`src/rtl/seg_pkg.sv`:
```
`default_nettype none
// ============================================================================
//  Module      : seg_pkg
//  Description : Shared types, constants and the hex glyph table for the
//                seg_scan_mux seven-segment scanner.
//                Segment vectors are active-high internally, with bit 6 = a
//                down to bit 0 = g.
//  Revision    : 1.0 - initial release
// ============================================================================
package seg_pkg;

    // Width of the digit index (enough for 8 digits)
    localparam int IDX_W = $clog2(8);

    // All segments dark, active-high encoding
    localparam logic [6:0] SEG_OFF = 7'b0000000;

    // A captured display word: eight nibbles plus per-digit enables
    typedef struct packed {
        logic [31:0] value;
        logic [7:0]  en;
    } seg_word_t;

    // Standard hex glyphs: b and d lowercase, A C E F uppercase.
    // Bit order {a,b,c,d,e,f,g}.
    function automatic logic [6:0] seg_glyph(input logic [3:0] nib);
        logic [6:0] g;
        case (nib)
            4'h0:    g = 7'b1111110;
            4'h1:    g = 7'b0110000;
            4'h2:    g = 7'b1101101;
            4'h3:    g = 7'b1111001;
            4'h4:    g = 7'b0110011;
            4'h5:    g = 7'b1011011;
            4'h6:    g = 7'b1011111;
            4'h7:    g = 7'b1110000;
            4'h8:    g = 7'b1111111;
            4'h9:    g = 7'b1111011;
            4'hA:    g = 7'b1110111;
            4'hB:    g = 7'b0011111;
            4'hC:    g = 7'b1001110;
            4'hD:    g = 7'b0111101;
            4'hE:    g = 7'b1001111;
            default: g = 7'b1000111;
        endcase
        return g;
    endfunction

endpackage
`default_nettype wire

```
`src/rtl/seg_scan_mux_if.sv`:
```
`default_nettype none
// ============================================================================
//  Module      : seg_scan_mux_if
//  Description : Load bus between the datapath (master) and the display
//                scanner (slave).
//                VALUE   - 32-bit hex word, nibble i shown on digit i
//                DIG_EN  - per-digit enable, 0 blanks the digit
//                LOAD    - single-cycle capture strobe
//                PENDING - a captured word is waiting for the frame boundary
//                DP_IN   - per-digit decimal points (only with SEG_SCAN_DP_EN)
//  Macro       : SEG_SCAN_DP_EN adds DP_IN
//  Revision    : 1.0 - initial release
// ============================================================================
interface seg_scan_mux_if;
    logic [31:0] VALUE;
    logic [7:0]  DIG_EN;
    logic        LOAD;
    logic        PENDING;
`ifdef SEG_SCAN_DP_EN
    logic [7:0]  DP_IN;
`endif

`ifdef SEG_SCAN_DP_EN
    modport master (output VALUE, output DIG_EN, output LOAD, output DP_IN, input PENDING);
    modport slave  (input VALUE, input DIG_EN, input LOAD, input DP_IN, output PENDING);
`else
    modport master (output VALUE, output DIG_EN, output LOAD, input PENDING);
    modport slave  (input VALUE, input DIG_EN, input LOAD, output PENDING);
`endif
endinterface
`default_nettype wire

```
`src/rtl/hex_to_seg.sv`:
```
`default_nettype none
// ============================================================================
//  Module      : hex_to_seg
//  Description : Combinational hex nibble to seven-segment glyph decoder.
//                i_nib - 4-bit hex digit
//                o_seg - active-high segments {a,b,c,d,e,f,g}
//  Revision    : 1.0 - initial release
// ============================================================================
module hex_to_seg
    import seg_pkg::*;
(
    input  logic [3:0] i_nib,
    output logic [6:0] o_seg
);
    assign o_seg = seg_glyph(i_nib);
endmodule
`default_nettype wire

```
`src/rtl/seg_scan_mux.sv`:
```
`default_nettype none
// ============================================================================
//  Module      : seg_scan_mux
//  Description : Time-multiplexed driver for an 8-digit common-anode
//                seven-segment display. A captured word is shadowed only at
//                frame boundaries so digits never tear mid-frame.
//  Ports       : CLK100MHZ - system clock, rising edge
//                RST       - synchronous active-high reset
//                bus       - load bus (VALUE, DIG_EN, LOAD, PENDING[, DP_IN])
//                CA..CG    - segment cathodes, active low
//                AN[7:0]   - digit anodes, active low
//                DP        - decimal point cathode, active low (macro only)
//  Macro       : SEG_SCAN_DP_EN enables the decimal-point path
//  Revision    : 1.0 - initial release
// ============================================================================
module seg_scan_mux
    import seg_pkg::*;
#(
    parameter int REFRESH_DIV = 100000,
    parameter int GUARD       = 16,
    parameter int NUM_DIGITS  = 8
) (
    input  logic            CLK100MHZ,
    input  logic            RST,
    seg_scan_mux_if.slave   bus,
    output logic            CA,
    output logic            CB,
    output logic            CC,
    output logic            CD,
    output logic            CE,
    output logic            CF,
    output logic            CG,
`ifdef SEG_SCAN_DP_EN
    output logic            DP,
`endif
    output logic [7:0]      AN
);

    localparam int                 c_PW        = (REFRESH_DIV > 2) ? $clog2(REFRESH_DIV) : 1;
    localparam logic [c_PW-1:0]    c_PRESC_MAX = c_PW'(REFRESH_DIV - 1);
    localparam logic [IDX_W-1:0]   c_IDX_MAX   = IDX_W'(NUM_DIGITS - 1);

    // Scan state
    logic [c_PW-1:0]  r_presc_q,   w_presc_d;
    logic [IDX_W-1:0] r_idx_q,     w_idx_d;

    // Capture path: pending holds the latest LOAD, shadow feeds the display
    seg_word_t        r_pend_q,    w_pend_d;
    seg_word_t        r_shadow_q,  w_shadow_d;
    logic             r_pending_q, w_pending_d;

    // Registered outputs
    logic [7:0]       r_an_q,      w_an_d;
    logic [6:0]       r_seg_q,     w_seg_d;   // active-low {a..g}

    logic             w_tick;
    logic             w_boundary;
    logic             w_lit;
    logic [3:0]       w_nib;
    logic [6:0]       w_glyph;
    seg_word_t        w_load_word;

`ifdef SEG_SCAN_DP_EN
    logic [7:0]       r_pend_dp_q,   w_pend_dp_d;
    logic [7:0]       r_shadow_dp_q, w_shadow_dp_d;
    logic             r_dp_q,        w_dp_d;
`endif

    // Single decoder; its input follows the current scan index
    assign w_nib = r_shadow_q.value[{r_idx_q, 2'b00} +: 4];

    hex_to_seg u_hex_to_seg (
        .i_nib (w_nib),
        .o_seg (w_glyph)
    );

    // ------------------------------------------------------------------
    // Prescaler, index and capture next-state
    // ------------------------------------------------------------------
    always_comb begin
        w_load_word.value = bus.VALUE;
        w_load_word.en    = bus.DIG_EN;

        w_tick     = (r_presc_q == c_PRESC_MAX);
        w_boundary = w_tick && (r_idx_q == c_IDX_MAX);

        w_presc_d  = w_tick ? '0 : r_presc_q + 1'b1;
        w_idx_d    = r_idx_q;
        if (w_tick) begin
            w_idx_d = (r_idx_q == c_IDX_MAX) ? '0 : r_idx_q + 1'b1;
        end

        w_pend_d    = r_pend_q;
        w_shadow_d  = r_shadow_q;
        w_pending_d = r_pending_q;
`ifdef SEG_SCAN_DP_EN
        w_pend_dp_d   = r_pend_dp_q;
        w_shadow_dp_d = r_shadow_dp_q;
`endif

        if (w_boundary) begin
            // A LOAD landing exactly on the boundary bypasses the pending
            // stage and goes live for the next frame.
            if (bus.LOAD) begin
                w_pend_d   = w_load_word;
                w_shadow_d = w_load_word;
`ifdef SEG_SCAN_DP_EN
                w_pend_dp_d   = bus.DP_IN;
                w_shadow_dp_d = bus.DP_IN;
`endif
            end else if (r_pending_q) begin
                w_shadow_d = r_pend_q;
`ifdef SEG_SCAN_DP_EN
                w_shadow_dp_d = r_pend_dp_q;
`endif
            end
            w_pending_d = 1'b0;
        end else if (bus.LOAD) begin
            w_pend_d    = w_load_word;
            w_pending_d = 1'b1;
`ifdef SEG_SCAN_DP_EN
            w_pend_dp_d = bus.DP_IN;
`endif
        end
    end

    // ------------------------------------------------------------------
    // Output next-state: blank during the guard window or for disabled
    // digits, so at most one anode is ever driven low.
    // ------------------------------------------------------------------
    always_comb begin
        w_lit   = (int'(r_presc_q) >= GUARD) && r_shadow_q.en[r_idx_q];
        w_an_d  = 8'hFF;
        w_seg_d = ~SEG_OFF;
        if (w_lit) begin
            w_an_d  = ~(8'b1 << r_idx_q);
            w_seg_d = ~w_glyph;
        end
`ifdef SEG_SCAN_DP_EN
        w_dp_d = w_lit ? ~r_shadow_dp_q[r_idx_q] : 1'b1;
`endif
    end

    always_ff @(posedge CLK100MHZ) begin
        if (RST) begin
            r_presc_q   <= '0;
            r_idx_q     <= '0;
            r_pend_q    <= '0;
            r_shadow_q  <= '0;
            r_pending_q <= 1'b0;
            r_an_q      <= 8'hFF;
            r_seg_q     <= 7'h7F;
`ifdef SEG_SCAN_DP_EN
            r_pend_dp_q   <= '0;
            r_shadow_dp_q <= '0;
            r_dp_q        <= 1'b1;
`endif
        end else begin
            r_presc_q   <= w_presc_d;
            r_idx_q     <= w_idx_d;
            r_pend_q    <= w_pend_d;
            r_shadow_q  <= w_shadow_d;
            r_pending_q <= w_pending_d;
            r_an_q      <= w_an_d;
            r_seg_q     <= w_seg_d;
`ifdef SEG_SCAN_DP_EN
            r_pend_dp_q   <= w_pend_dp_d;
            r_shadow_dp_q <= w_shadow_dp_d;
            r_dp_q        <= w_dp_d;
`endif
        end
    end

    assign bus.PENDING = r_pending_q;
    assign AN          = r_an_q;
    assign CA          = r_seg_q[6];
    assign CB          = r_seg_q[5];
    assign CC          = r_seg_q[4];
    assign CD          = r_seg_q[3];
    assign CE          = r_seg_q[2];
    assign CF          = r_seg_q[1];
    assign CG          = r_seg_q[0];
`ifdef SEG_SCAN_DP_EN
    assign DP          = r_dp_q;
`endif

endmodule
`default_nettype wire

```
`src/flat_wrapper.sv`:
```
// flat-port wrapper written by rule: the top's interface ports become plain ports
module seg_scan_mux_flat import seg_pkg::*;
#(
    parameter int REFRESH_DIV = 100000,
    parameter int GUARD       = 16,
    parameter int NUM_DIGITS  = 8
)
  (CLK100MHZ, RST, CA, CB, CC, CD, CE, CF, CG, AN, bus_VALUE, bus_DIG_EN, bus_LOAD, bus_PENDING);
  seg_scan_mux_if bus_i ();
  input  logic CLK100MHZ;
  input  logic RST;
  output logic CA;
  output logic CB;
  output logic CC;
  output logic CD;
  output logic CE;
  output logic CF;
  output logic CG;
  output logic [7:0] AN;
  input wire logic [$bits(bus_i.VALUE)-1:0] bus_VALUE;
  input wire logic [$bits(bus_i.DIG_EN)-1:0] bus_DIG_EN;
  input wire logic [$bits(bus_i.LOAD)-1:0] bus_LOAD;
  output wire logic [$bits(bus_i.PENDING)-1:0] bus_PENDING;
  assign bus_i.VALUE = bus_VALUE;
  assign bus_i.DIG_EN = bus_DIG_EN;
  assign bus_i.LOAD = bus_LOAD;
  assign bus_PENDING = bus_i.PENDING;
  seg_scan_mux #(.REFRESH_DIV(REFRESH_DIV), .GUARD(GUARD), .NUM_DIGITS(NUM_DIGITS)) u_core (.CLK100MHZ(CLK100MHZ), .RST(RST), .bus(bus_i), .CA(CA), .CB(CB), .CC(CC), .CD(CD), .CE(CE), .CF(CF), .CG(CG), .AN(AN));
endmodule
```
`config.mk`:
```
export PLATFORM = sky130hd
export DESIGN_NAME = seg_scan_mux_flat
export DESIGN_NICKNAME = d
export VERILOG_FILES = /design/src/rtl/seg_pkg.sv /design/src/rtl/seg_scan_mux_if.sv /design/src/rtl/hex_to_seg.sv /design/src/rtl/seg_scan_mux.sv /design/src/flat_wrapper.sv
export SDC_FILE = /design/constraint.sdc
export NUM_CORES = 1
export LEC_CHECK = 0
export BUFFER_PORTS_ARGS = -buffer_cell sky130_fd_sc_hd__buf_2
export CORE_ASPECT_RATIO = 0.8
export CORE_UTILIZATION = 52
export DETAILED_ROUTE_END_ITERATION = 12
export PLACE_DENSITY = 0.82
export SLEW_MARGIN = 40
export SYNTH_ARGS = -nofsm -noshare
export SYNTH_HDL_FRONTEND = slang
export SYNTH_SLANG_ARGS = --single-unit
```
`constraint.sdc`:
```
create_clock -name CLK100MHZ -period 2.4 [get_ports CLK100MHZ]
set_input_delay 0.48 -clock CLK100MHZ [delete_from_list [all_inputs] [get_ports CLK100MHZ]]
set_output_delay 0.48 -clock CLK100MHZ [all_outputs]
set_load 0.01 [all_outputs]
```
==> metrics, run 1 <==
Max Fclk=436 MHz; first-pass GRT wire length=16300 um; relative slew slack=51.3%; status=complete, no violations; Leak=0.00234 uW; unrepaired setup endpoints after global routing=no; CP max FO=7; synthesized flop and latch total=116; Synth cell types=40; Clock Latency Late Sink=0.40 ns; crit path capture type=flip-flop; die area=0.00981 sq mm; Worst Skew=0.0104 ns; clock-pin slew on the worst setup and hold paths=0.05 ns; Final GP Congestion=0.960; clk sinks=116; mux contribution to synthesized area=15.7%; post-synth net total=513; adder-cell share of the synthesized area=3.58%; # IOs=59; Final Hold Fails=0; FFs w/ async S/R, synth=0%; Initial Util=53.7%; Syn. warnings=0; CTS tree=yes; pin count of the biggest net entering global routing=81; Worst Hold Class=in -> reg; maximum vdd drop=0.541 mV; diode count=0; Max-Cap Viols=0; Die Y=88.8 um; Finished Cell Area=0.00591 sq mm; Multi-input gate area=0.00238 sq mm; CTS Root Buffer Type=clkbuf_16; crit path launch type=flip-flop; number of synthesized flops with an enable pin=0; WHS Path Cells=2; vias in the first global route=3386; cell count after synthesis=456; Mapped Avg Cell Area=10.7 sq um; TritonCTS buffer count=17; Post-Syn Area=0.00490 sq mm; initial DRC count=135; Post-Synth Simple-Gate Area=13.9%; grt total ovfl=0; Total Nets Final=575; fin crit period=2.29 ns; kind of critical path=reg -> reg; DRT Pass-1 Iters=4; total wire length=10100 um; ys flop type=dfxtp_1; GRT Total Usage=21.7%; clk buf depth=2; most frequent cells in the layout=115 x dfxtp_1, 109 x nor2_1, 57 x buf_2, 44 x mux2i_1, 40 x a211oi_2; PD cells=793 mW/mm^2; total power=4690 uW; vias post-DR=3490; Area growth syn-to-layout=20.8%; Worst Reg-to-Reg Cells=6; CTS HTree Levels=4; Placed Area=0.00528 sq mm; Final Max Slew Viols=0; Die W=110 um; most common cell after layout, fill and taps aside=dfxtp_1; Seq/Total Area, Yosys=47.4%; core area=0.00911 sq mm; # rows=31; Slew @ Worst Pin=0.729 ns; vias per cell=5.42; initial antenna violation count=0; HPWL Detailed=6620 um; Worst EP arrival=2.55 ns; Critical Path RT=2.65 ns; TNS Setup=0 ns; post-route ant nets=0; Synth Area in Compound Gates=12.5%; routed len/inst=15.8 um; sequential cell area=0.00233 sq mm; XOR/XNOR share of the synthesized area=2.68%; IO Port Bufs=58; crit share post-route=95.6%; Post-route DRC=0; largest family of logic cells by synthesized area=multiplexers; share of cells above drive strength 1=29.7%; Final Setup Violations=0; number of fill cells=695
cell usage after synthesis (3+ instances only):
master | number | share of area (%)
dfxtp_1 | 116 | 47
nor2_1 | 109 | 8.4
mux2i_1 | 46 | 9.4
a211oi_2 | 40 | 10
nand2_1 | 19 | 1.5
ha_1 | 14 | 3.6
nand3_1 | 10 | 1.0
buf_1 | 9 | 0.69
inv_1 | 8 | 0.61
mux4_1 | 8 | 4.3
xor2_1 | 8 | 1.4
xnor2_1 | 7 | 1.3
clkbuf_1 | 6 | 0.46
buf_4 | 5 | 0.77
buf_6 | 5 | 1.1
buf_2 | 4 | 0.41
nor3_1 | 4 | 0.41
o21ai_0 | 3 | 0.31
or2_2 | 3 | 0.38
per-stage QoR:
step	hold slack, ns	instances	worst slack, ns	utilization, %
final	0.318	644	0.105	64.9
after global routing	0.320	644	0.00229	64.9
after CTS	0.302	642	0.00916	64.5
after detailed placement	0.464	612	0.0452	57.9
after global placement	0.456	612	0.112	57.9
after floorplan	0.441	456	0.0401	-
timing repair:
| action | 4_1_cts | 5_1_grt |
|---|---|---|
| endpoints found under the hold margin | 0 | 0 |
| setup buffers | 0 | 1 |
| resized for setup | 0 | 8 |
| endpoints found under the setup margin | 0 | 11 |
| hold buffers | 0 | 0 |
flip-flops by register name, indices dropped and copies added (netlist names):
name and cells:
u_core.bus.PENDING 1, u_core.r_shadow_q 40, u_core.r_presc_q 17, u_core.r_seg_q 7, u_core.r_idx_q 3, u_core.r_pend_q 40, u_core.AN 8
area by class of cell:
cell class	instances	share of cell area, %
well taps	115	2.43
multi-input cells	302	40.2
repair buffers	72	7.36
clock inverters	3	1.10
flip-flops and latches	116	39.3
clock buffers	27	9.01
inverters	9	0.571
logic make-up (layout without fill, tap and decap cells):
family	Yosys count	after routing
and+or+nand+nor	158	158
buffers and inverters	38	111
muxes	60	60
adders and majority gates	14	14
AOI/OAI and AO/OA	55	55
DFF	116	116
xor gates and xnor gates	15	15
final timing paths:
path | end | from | slack (ns)
min | u_core.r_idx_q[2]$_SDFFE_PP0P_ | RST | 0.32
max | u_core.r_seg_q[6]$_SDFF_PP1_ | u_core.r_idx_q[0]$_SDFFE_PP0P_ | 0.11
max reg2reg | u_core.r_seg_q[6]$_SDFF_PP1_ | u_core.r_idx_q[0]$_SDFFE_PP0P_ | 0.11
min reg2reg | u_core.r_pend_q[30]$_SDFFE_PP0P_ | u_core.r_pend_q[30]$_SDFFE_PP0P_ | 0.50
worst max-delay path, stage by stage, from the launching register on:
cell and delay [ns]:
dfxtp_4 0.40, mux4_1 0.56, mux2_4 0.32, ha_2 0.22
or3b_2 0.46, o21ai_0 0.10, o21ai_1 0.09
layer usage:
| metal | up-vias | global-route usage, % | routed length [um] |
|---|---|---|---|
| met1 | 1685 | 26.0 | 4640 |
| met2 | 74 | 36.1 | 4940 |
| met4 | 0 | 11.4 | 184 |
| met3 | 15 | 6.58 | 384 |
| met5 | - | 0 | 0 |
| li1 | 1716 | - | - |
where the power goes:
group / switching [uW] / internal (uW)
Combinational: 120 / 78.1
Sequential: 16.5 / 1970
Clock: 792 / 1710
Total: 929 / 3760
(Power assumes the default switching activity.)
==> run 2: changes to the inputs <==
--- a/config.mk
+++ b/config.mk
@@ -5,6 +5,7 @@
 export SDC_FILE = /design/constraint.sdc
 export NUM_CORES = 1
 export LEC_CHECK = 0
+export ABC_AREA = 1
 export BUFFER_PORTS_ARGS = -buffer_cell sky130_fd_sc_hd__buf_2
 export CORE_ASPECT_RATIO = 0.8
 export CORE_UTILIZATION = 52
==> metrics, run 2 <==
status=finished with violations; violated checks=DRC; IO Port Bufs=58 (unchanged); Crit path max-delay family=simple AND/OR/NAND/NOR gates; WHS Path Cells=3 (+1); Max Fclk=455 MHz (+4.3%); Slew @ Worst Pin=0.563 ns (-0.166 ns); Worst EP arrival=2.46 ns (-0.09 ns); CP max FO=13 (+6); vias post-DR=4379 (+25%); Worst path slowest cell=dfxtp_1; HPWL Detailed=7180 um (+8.5%); Final Setup Violations=0 (unchanged); CTS HTree Levels=4 (unchanged); unrepaired setup endpoints after global routing=no; ys flop type=dfxtp_1; most frequent cells in the layout=168 x nand2_1, 159 x nor2_1, 116 x dfxtp_1, 58 x buf_2, 43 x nand3_1; CTS resizes=0 (unchanged); initial DRC count=339 (+150%); critical path buffer and inverter count=2 (+2); Synth cell types=28 (-30%); Max-Cap Viols=0 (unchanged); TNS Setup=0 ns (unchanged); cell with the most instances after synthesis=nand2_1; Seq/Total Area, Yosys=46.0% (-1.5 points); Initial Util=54.7% (+1.0 points); GRT Total Usage=22.3% (+0.57 points); vias in the first global route=4081 (+21%); initial antenna violation count=0 (unchanged); DRT Pass-1 Iters=9 (+5); Post-Syn Area=0.00505 sq mm (+3.2%); Syn. warnings=0 (unchanged); total power=4780 uW (+1.9%); CTS tree=yes; crit share post-route=91.6% (-4.0 points); Place WS=0.300 ns (+0.255 ns); CP cell instances=inv_1 -> nor2_1 -> o21ai_0 -> nand3_1 -> nand2_1 -> ha_1 -> inv_1 -> nand3_1 -> nand2_1 -> nand2_1 -> nand3_1; Area growth syn-to-layout=19.0%; pin count of the biggest net entering global routing=81 (unchanged); crit path launch type=flip-flop; area leader, netlist=dfxtp_1; PD cells=794 mW/mm^2 (+0.21%); Clock Latency Late Sink=0.41 ns (about the same); Setup Fix Bufs, Post-CTS=0 (unchanged); top cells by count, synth=168 x nand2_1, 159 x nor2_1, 116 x dfxtp_1; Critical Path RT=2.67 ns (+0.02 ns); cell count after synthesis=667 (+46%); post-synth net total=724 (+41%); number of synthesized flops with an enable pin=0 (unchanged); most common cell after layout, fill and taps aside=nand2_1; Leak=0.00265 uW (+13%); clk sinks=116 (unchanged); area share of the largest cell type after synthesis=46.0% (-1.5 points); Total Nets Final=779 (+35%); CTS Root Buffer Type=clkbuf_16; Final Hold Fails=0 (unchanged); die area=0.0101 sq mm (+3.2%); relative slew slack=62.4% (+11 points); kind of critical path=reg -> reg; Mapped Avg Cell Area=7.58 sq um (-29%); biggest regs=u_core.r_pend_q x40, u_core.r_shadow_q x40, u_core.r_presc_q x17; Post-route DRC=5 (+5); Worst Reg-to-Reg Cells=11 (+5); TritonCTS buffer count=17 (unchanged); first-pass GRT wire length=18000 um (+9.9%); FFs w/ async S/R, synth=0% (unchanged); crit path capture type=flip-flop; Core Util, Final=65.1% (+0.27 points); share of cells above drive strength 1=15.0% (-15 points); routed len/inst=12.5 um (-21%); vias per cell=5.15 (-4.9%); # IOs=59 (unchanged); diode count=0 (unchanged); clock-pin slew on the worst setup and hold paths=0.05 ns (about the same); clk buf depth=2 (unchanged); Die W=112 um (+1.6%); core area=0.00923 sq mm (+1.3%); fin crit period=2.20 ns (-0.0951 ns); Die Y=90.2 um (+1.6%); total wire length=10600 um (+4.7%); maximum vdd drop=0.486 mV (-10%); dominant cells by area after synthesis=dfxtp_1 46%, nand2_1 12%, nor2_1 12%; largest stage delay on the critical path=0.51 ns (-0.05 ns); Worst Skew=0.00933 ns (-0.00105 ns); Stages on worst setup path=11 (+5); Final Max Slew Viols=0 (unchanged); Final GP Congestion=0.869 (-9.5%); CTS Hold Bufs=0 (unchanged); post-route ant nets=0 (unchanged); Worst Hold Class=in -> reg; grt total ovfl=0 (unchanged); # rows=31 (unchanged); synthesized flop and latch total=116 (unchanged); post-route setup slack=0.200 ns (+0.0951 ns)
run 2: cell count changes in the layout (fill, tap and decap cells not counted), moves of 5 or more:
cell,change
mux4_1,-7
xor2_1,-6
inv_1,+27
nand2_1,+149
nand3_1,+33
inv_2,+5
a211oi_2,-40
buf_4,-6
xnor2_1,-6
nor2_1,+50
a21oi_1,+9
o21ai_0,+10
run 2: worst paths after layout:
check | slack (ns) | to | from
worst max-delay path | 0.20 | u_core.r_seg_q[3]$_SDFF_PP1_ | u_core.r_idx_q[1]$_SDFFE_PP0P_
worst min-delay path | 0.33 | u_core.r_pend_q[4]$_SDFFE_PP0P_ | bus_DIG_EN[4]
worst max register to register | 0.20 | u_core.r_seg_q[3]$_SDFF_PP1_ | u_core.r_idx_q[1]$_SDFFE_PP0P_
worst min register to register | 0.46 | u_core.r_presc_q[0]$_SDFF_PP0_ | u_core.r_presc_q[0]$_SDFF_PP0_
run 2: kinds of logic after synthesis:
logic type	synth area share (%)
fa+ha+maj	3.47
xor+xnor	0.520
mux	7.92
buf+inv	6.73
compound gates	2.82
flops	46.0
simple gates	32.6
run 2: cell type report:
type | instances | area [sq um]
Tap cell | 115 | 144
Multi-Input combinational cell | 479 | 2390
Fill cell | 771 | 3220
Sequential cell | 116 | 2320
Inverter | 42 | 158
Timing Repair Buffer | 66 | 375
Clock buffer | 24 | 502
Clock inverter | 8 | 121
run 2: routing by layer:
metal / part of all wire (%) / wire [um] / track usage [%] / vias to the layer above
met1: 46 / 4890 / 27.7 / 1983
li1: - / - / - / 2213
met2: 46 / 4840 / 35.7 / 154
met3: 6.4 / 685 / 6.88 / 29
met5: 0 / 0 / 0 / -
met4: 1.9 / 205 / 9.78 / 0
run 2: power breakdown:
group / internal (uW) / leakage [uW] / switching [uW] / total [uW]
clock: 1760 / 0.000306 / 831 / 2590
combinational: 84.7 / 0.00140 / 109 / 194
sequential: 1970 / 0.000944 / 14.1 / 1990
run 2: through the flow:
| stage | instances | cell area, sq um | hold WS [ns] |
|---|---|---|---|
| 2_1_floorplan | 667 | 5050 | 0.430 |
| 3_3_place_gp | 818 | 5390 | 0.439 |
| 3_5_place_dp | 818 | 5390 | 0.452 |
| 4_1_cts | 850 | 6010 | 0.335 |
| 5_1_grt | 850 | 6010 | 0.350 |
| 6_report | 850 | 6010 | 0.335 |
run 2: worst min-delay path, cell delays in order:
cell	delay, ns
buf_2	0.08
mux2i_1	0.07
nor2_1	0.08
==> run 3: changes to the inputs <==
--- a/config.mk
+++ b/config.mk
@@ -8,10 +8,11 @@
 export ABC_AREA = 1
 export BUFFER_PORTS_ARGS = -buffer_cell sky130_fd_sc_hd__buf_2
 export CORE_ASPECT_RATIO = 0.8
-export CORE_UTILIZATION = 52
+export CORE_UTILIZATION = 50
 export DETAILED_ROUTE_END_ITERATION = 12
-export PLACE_DENSITY = 0.82
+export PLACE_DENSITY = 0.8
 export SLEW_MARGIN = 40
 export SYNTH_ARGS = -nofsm -noshare
 export SYNTH_HDL_FRONTEND = slang
+export SYNTH_HIERARCHICAL = 1
 export SYNTH_SLANG_ARGS = --single-unit
==> metrics, run 3 <==
CTS HTree Levels=4 (unchanged); Crit. Startpoint=u_core/r_idx_q[1]$_SDFFE_PP0N_; Max Fclk=479 MHz (+5.3%); GRT Total Usage=24.2% (+1.8 points); logic gate share of total power=4.3% (+0.2 points); number of synthesized flops with an enable pin=0 (unchanged); Die W=117 um (+4.0%); Synth cell types=32 (+14%); die area=0.0110 sq mm (+8.2%); cell count after synthesis=675 (+1.2%); crit path launch type=flip-flop; Layout Cells excl Fill=881 (+3.6%); Synth Area in Compound Gates=4.30% (+1.5 points); CTS Root Buffer Type=clkbuf_16; PD cells=782 mW/mm^2 (-1.6%); most frequent cells in the layout=175 x nor2_1, 115 x dfxtp_1, 103 x nand2_1, 58 x buf_2, 50 x nand4_1; clk buf depth=2 (unchanged); Multi-input gate area=0.00257 sq mm (+7.6%); total power=4880 uW (+2.2%); first-pass GRT wire length=20600 um (+15%); Final Max Slew Viols=0 (unchanged); initial antenna violation count=0 (unchanged); sequential cell area=0.00232 sq mm (about the same); vias post-DR=4640 (+6.0%); routed len/inst=13.6 um (+9.0%); HPWL Detailed=8240 um (+15%); DRT Pass-1 Iters=5 (-4); cell with the most instances after synthesis=nor2_1; Max-Cap Viols=0 (unchanged); Worst EP arrival=2.36 ns (-0.10 ns); Finished Cell Area=0.00625 sq mm (+3.9%); status=complete, no violations; total wire length=12000 um (+13%); pin count of the biggest net entering global routing=43 (-47%); Worst Skew=0.0110 ns (+0.00172 ns); fin crit period=2.09 ns (-0.111 ns); IO Port Bufs=58 (unchanged); Internal Power=3850 uW (+0.79%); synthesized flop and latch total=116 (unchanged); core area=0.0102 sq mm (+11%); Core Util, Final=61.0% (-4.1 points); Placed Area=0.00560 sq mm (+3.9%); Final GP Congestion=0.870 (about the same); vias in the first global route=4325 (+6.0%); switching share of power=21.1% (+1.1 points); CP max FO=7 (-6); # IOs=59 (unchanged); area leader, netlist=dfxtp_1; Critical Path RT=2.68 ns (about the same); mux contribution to synthesized area=7.60% (-0.32 points); biggest regs=u_core/r_pend_q x40, u_core/r_shadow_q x40, u_core/r_presc_q x17; Setup Fix Bufs, Post-CTS=0 (unchanged); Post-Syn Area=0.00527 sq mm (+4.2%); diode count=0 (unchanged); # rows=33 (+6.5%); most common cell after layout, fill and taps aside=nor2_1; TritonCTS buffer count=17 (unchanged); clock-pin slew on the worst setup and hold paths=0.06 ns (about the same); crit path capture type=flip-flop; Area growth syn-to-layout=18.6%; kind of critical path=reg -> reg; largest family of logic cells by synthesized area=simple AND/OR/NAND/NOR gates; ys flop type=dfxtp_1; Leak=0.00263 uW (-0.79%); Initial Util=51.4% (-3.3 points); Post-Synth Simple-Gate Area=32.4% (-0.16 points); area share of the largest cell type after synthesis=44.1% (-1.9 points); Slew @ Worst Pin=0.459 ns (-0.104 ns); Seq pwr share=40.7% (-0.9 points); relative slew slack=69.4% (+7.0 points); CTS Hold Bufs=0 (unchanged); Die Y=93.8 um (+4.0%); Syn. warnings=6 (+6); Worst Hold Class=in -> reg; switching power=1030 uW (+7.9%); maximum vdd drop=0.595 mV (+23%); Mapped Avg Cell Area=7.80 sq um (+3.0%); crit share post-route=87.0% (-4.6 points); share of cells above drive strength 1=17.9% (+3.0 points); XOR/XNOR share of the synthesized area=0.831% (+0.31 points); clk sinks=116 (unchanged); TNS Setup=0 ns (unchanged); Final Setup Violations=0 (unchanged); Seq/Total Area, Yosys=44.1% (-1.9 points); initial DRC count=417 (+23%); grt total ovfl=0 (unchanged); FFs w/ async S/R, synth=0% (unchanged); top cells by count, synth=175 x nor2_1, 116 x dfxtp_1, 103 x nand2_1; unrepaired setup endpoints after global routing=no; post-synth net total=733 (+1.2%); Post-route DRC=0 (-5); number of fill cells=920 (+19%); Final Hold Fails=0 (unchanged); adder-cell share of the synthesized area=3.56% (+0.097 points); CTS tree=yes; vias per cell=5.27 (+2.2%); placed instance count=849 (+3.8%); Total Nets Final=786 (+0.90%); Clock Power Share=55.0% (+0.7 points); HP Start=bus_VALUE[26]; post-route ant nets=0 (unchanged); Clock Latency Late Sink=0.41 ns (about the same); Critical R2R Launch=u_core/r_idx_q[1]$_SDFFE_PP0N_; dominant cells by area after synthesis=dfxtp_1 44%, nor2_1 12%, mux2i_1 7.6%
## run 3: changes by cell type in the layout (fill, tap and decap cells not counted), moves of 6 or more
cell,previous run,this run
inv_1,35,25
o21ai_0,13,22
nand4_1,5,50
nand2_1,168,103
nand2_2,0,6
buf_4,6,18
nand3_1,43,32
nor2_1,159,175
## run 3: logic make-up (layout without fill, tap and decap cells)
kind of cell               count (synthesis)  count (layout)
adders and majority gates                 15              15
buffers and inverters                     72             138
and+or+nand+nor                          385             385
xor gates and xnor gates                   5               5
DFF                                      116             116
AOI/OAI and AO/OA                         42              42
muxes                                     40              40
## run 3: area by class of cell
type | instances | share of cell area (%)
clock inverters | 11 | 2.80
clock buffers | 21 | 7.37
inverters | 30 | 1.82
well taps | 140 | 2.80
repair buffers | 76 | 6.81
flip-flops and latches | 116 | 37.2
multi-input cells | 487 | 41.2
## run 3: power by group through the flow
| stage | sequential (uW) | clock (uW) | combinational [uW] |
|---|---|---|---|
| 6_report | 1990 | 2680 | 211 |
| 5_1_grt | 1990 | 2800 | 236 |
| 4_1_cts | 1990 | 2730 | 211 |
| 3_5_place_dp | 2030 | 0 | 207 |
| 3_3_place_gp | 2030 | 0 | 199 |
| 2_1_floorplan | 2020 | 0 | 144 |
## run 3: critical path, cell delays in order, from the launching register on
cell,delay [ns]
dfxtp_1,0.44
inv_1,0.16
nor2_1,0.14
o21ai_0,0.12
a31oi_2,0.30
inv_1,0.15
ha_1,0.31
nand2_1,0.06
o21ai_0,0.08
nand2_1,0.08
nand2_1,0.07
nand3_1,0.06
## run 3: layer usage
layer / share of wire (%) / track usage, % / vias to the layer above / wire (um)
li1: - / - / 2327 / -
met1: 47 / 31.1 / 2164 / 5590
met2: 47 / 39.0 / 137 / 5670
met3: 5.2 / 7.16 / 12 / 618
met4: 0.97 / 7.07 / 0 / 116
met5: 0 / 0 / - / 0
## run 3: timing repair
action,4_1_cts,5_1_grt
resized for setup,0,3
setup endpoints to repair,0,7
hold endpoints to repair,0,0
## run 3: path summary, 6_finish.rpt
path	end	slack [ns]	depth (start not counted)
setup / recovery	u_core/r_seg_q[3]$_SDFF_PP1_	0.31	11
hold / removal	u_core/r_pend_q[34]$_SDFFE_PP0P_	0.34	3
setup reg to reg	u_core/r_seg_q[3]$_SDFF_PP1_	0.31	11
hold reg to reg	u_core/r_presc_q[0]$_SDFF_PP0_	0.47	1
## run 3: per-stage QoR
| step | setup slack [ns] | hold slack [ns] |
|---|---|---|
| 2_1_floorplan | 0.255 | 0.430 |
| 3_3_place_gp | 0.254 | 0.441 |
| 3_5_place_dp | 0.104 | 0.462 |
| 4_1_cts | 0.0734 | 0.332 |
| 5_1_grt | 0.0959 | 0.346 |
| 6_report | 0.312 | 0.339 |
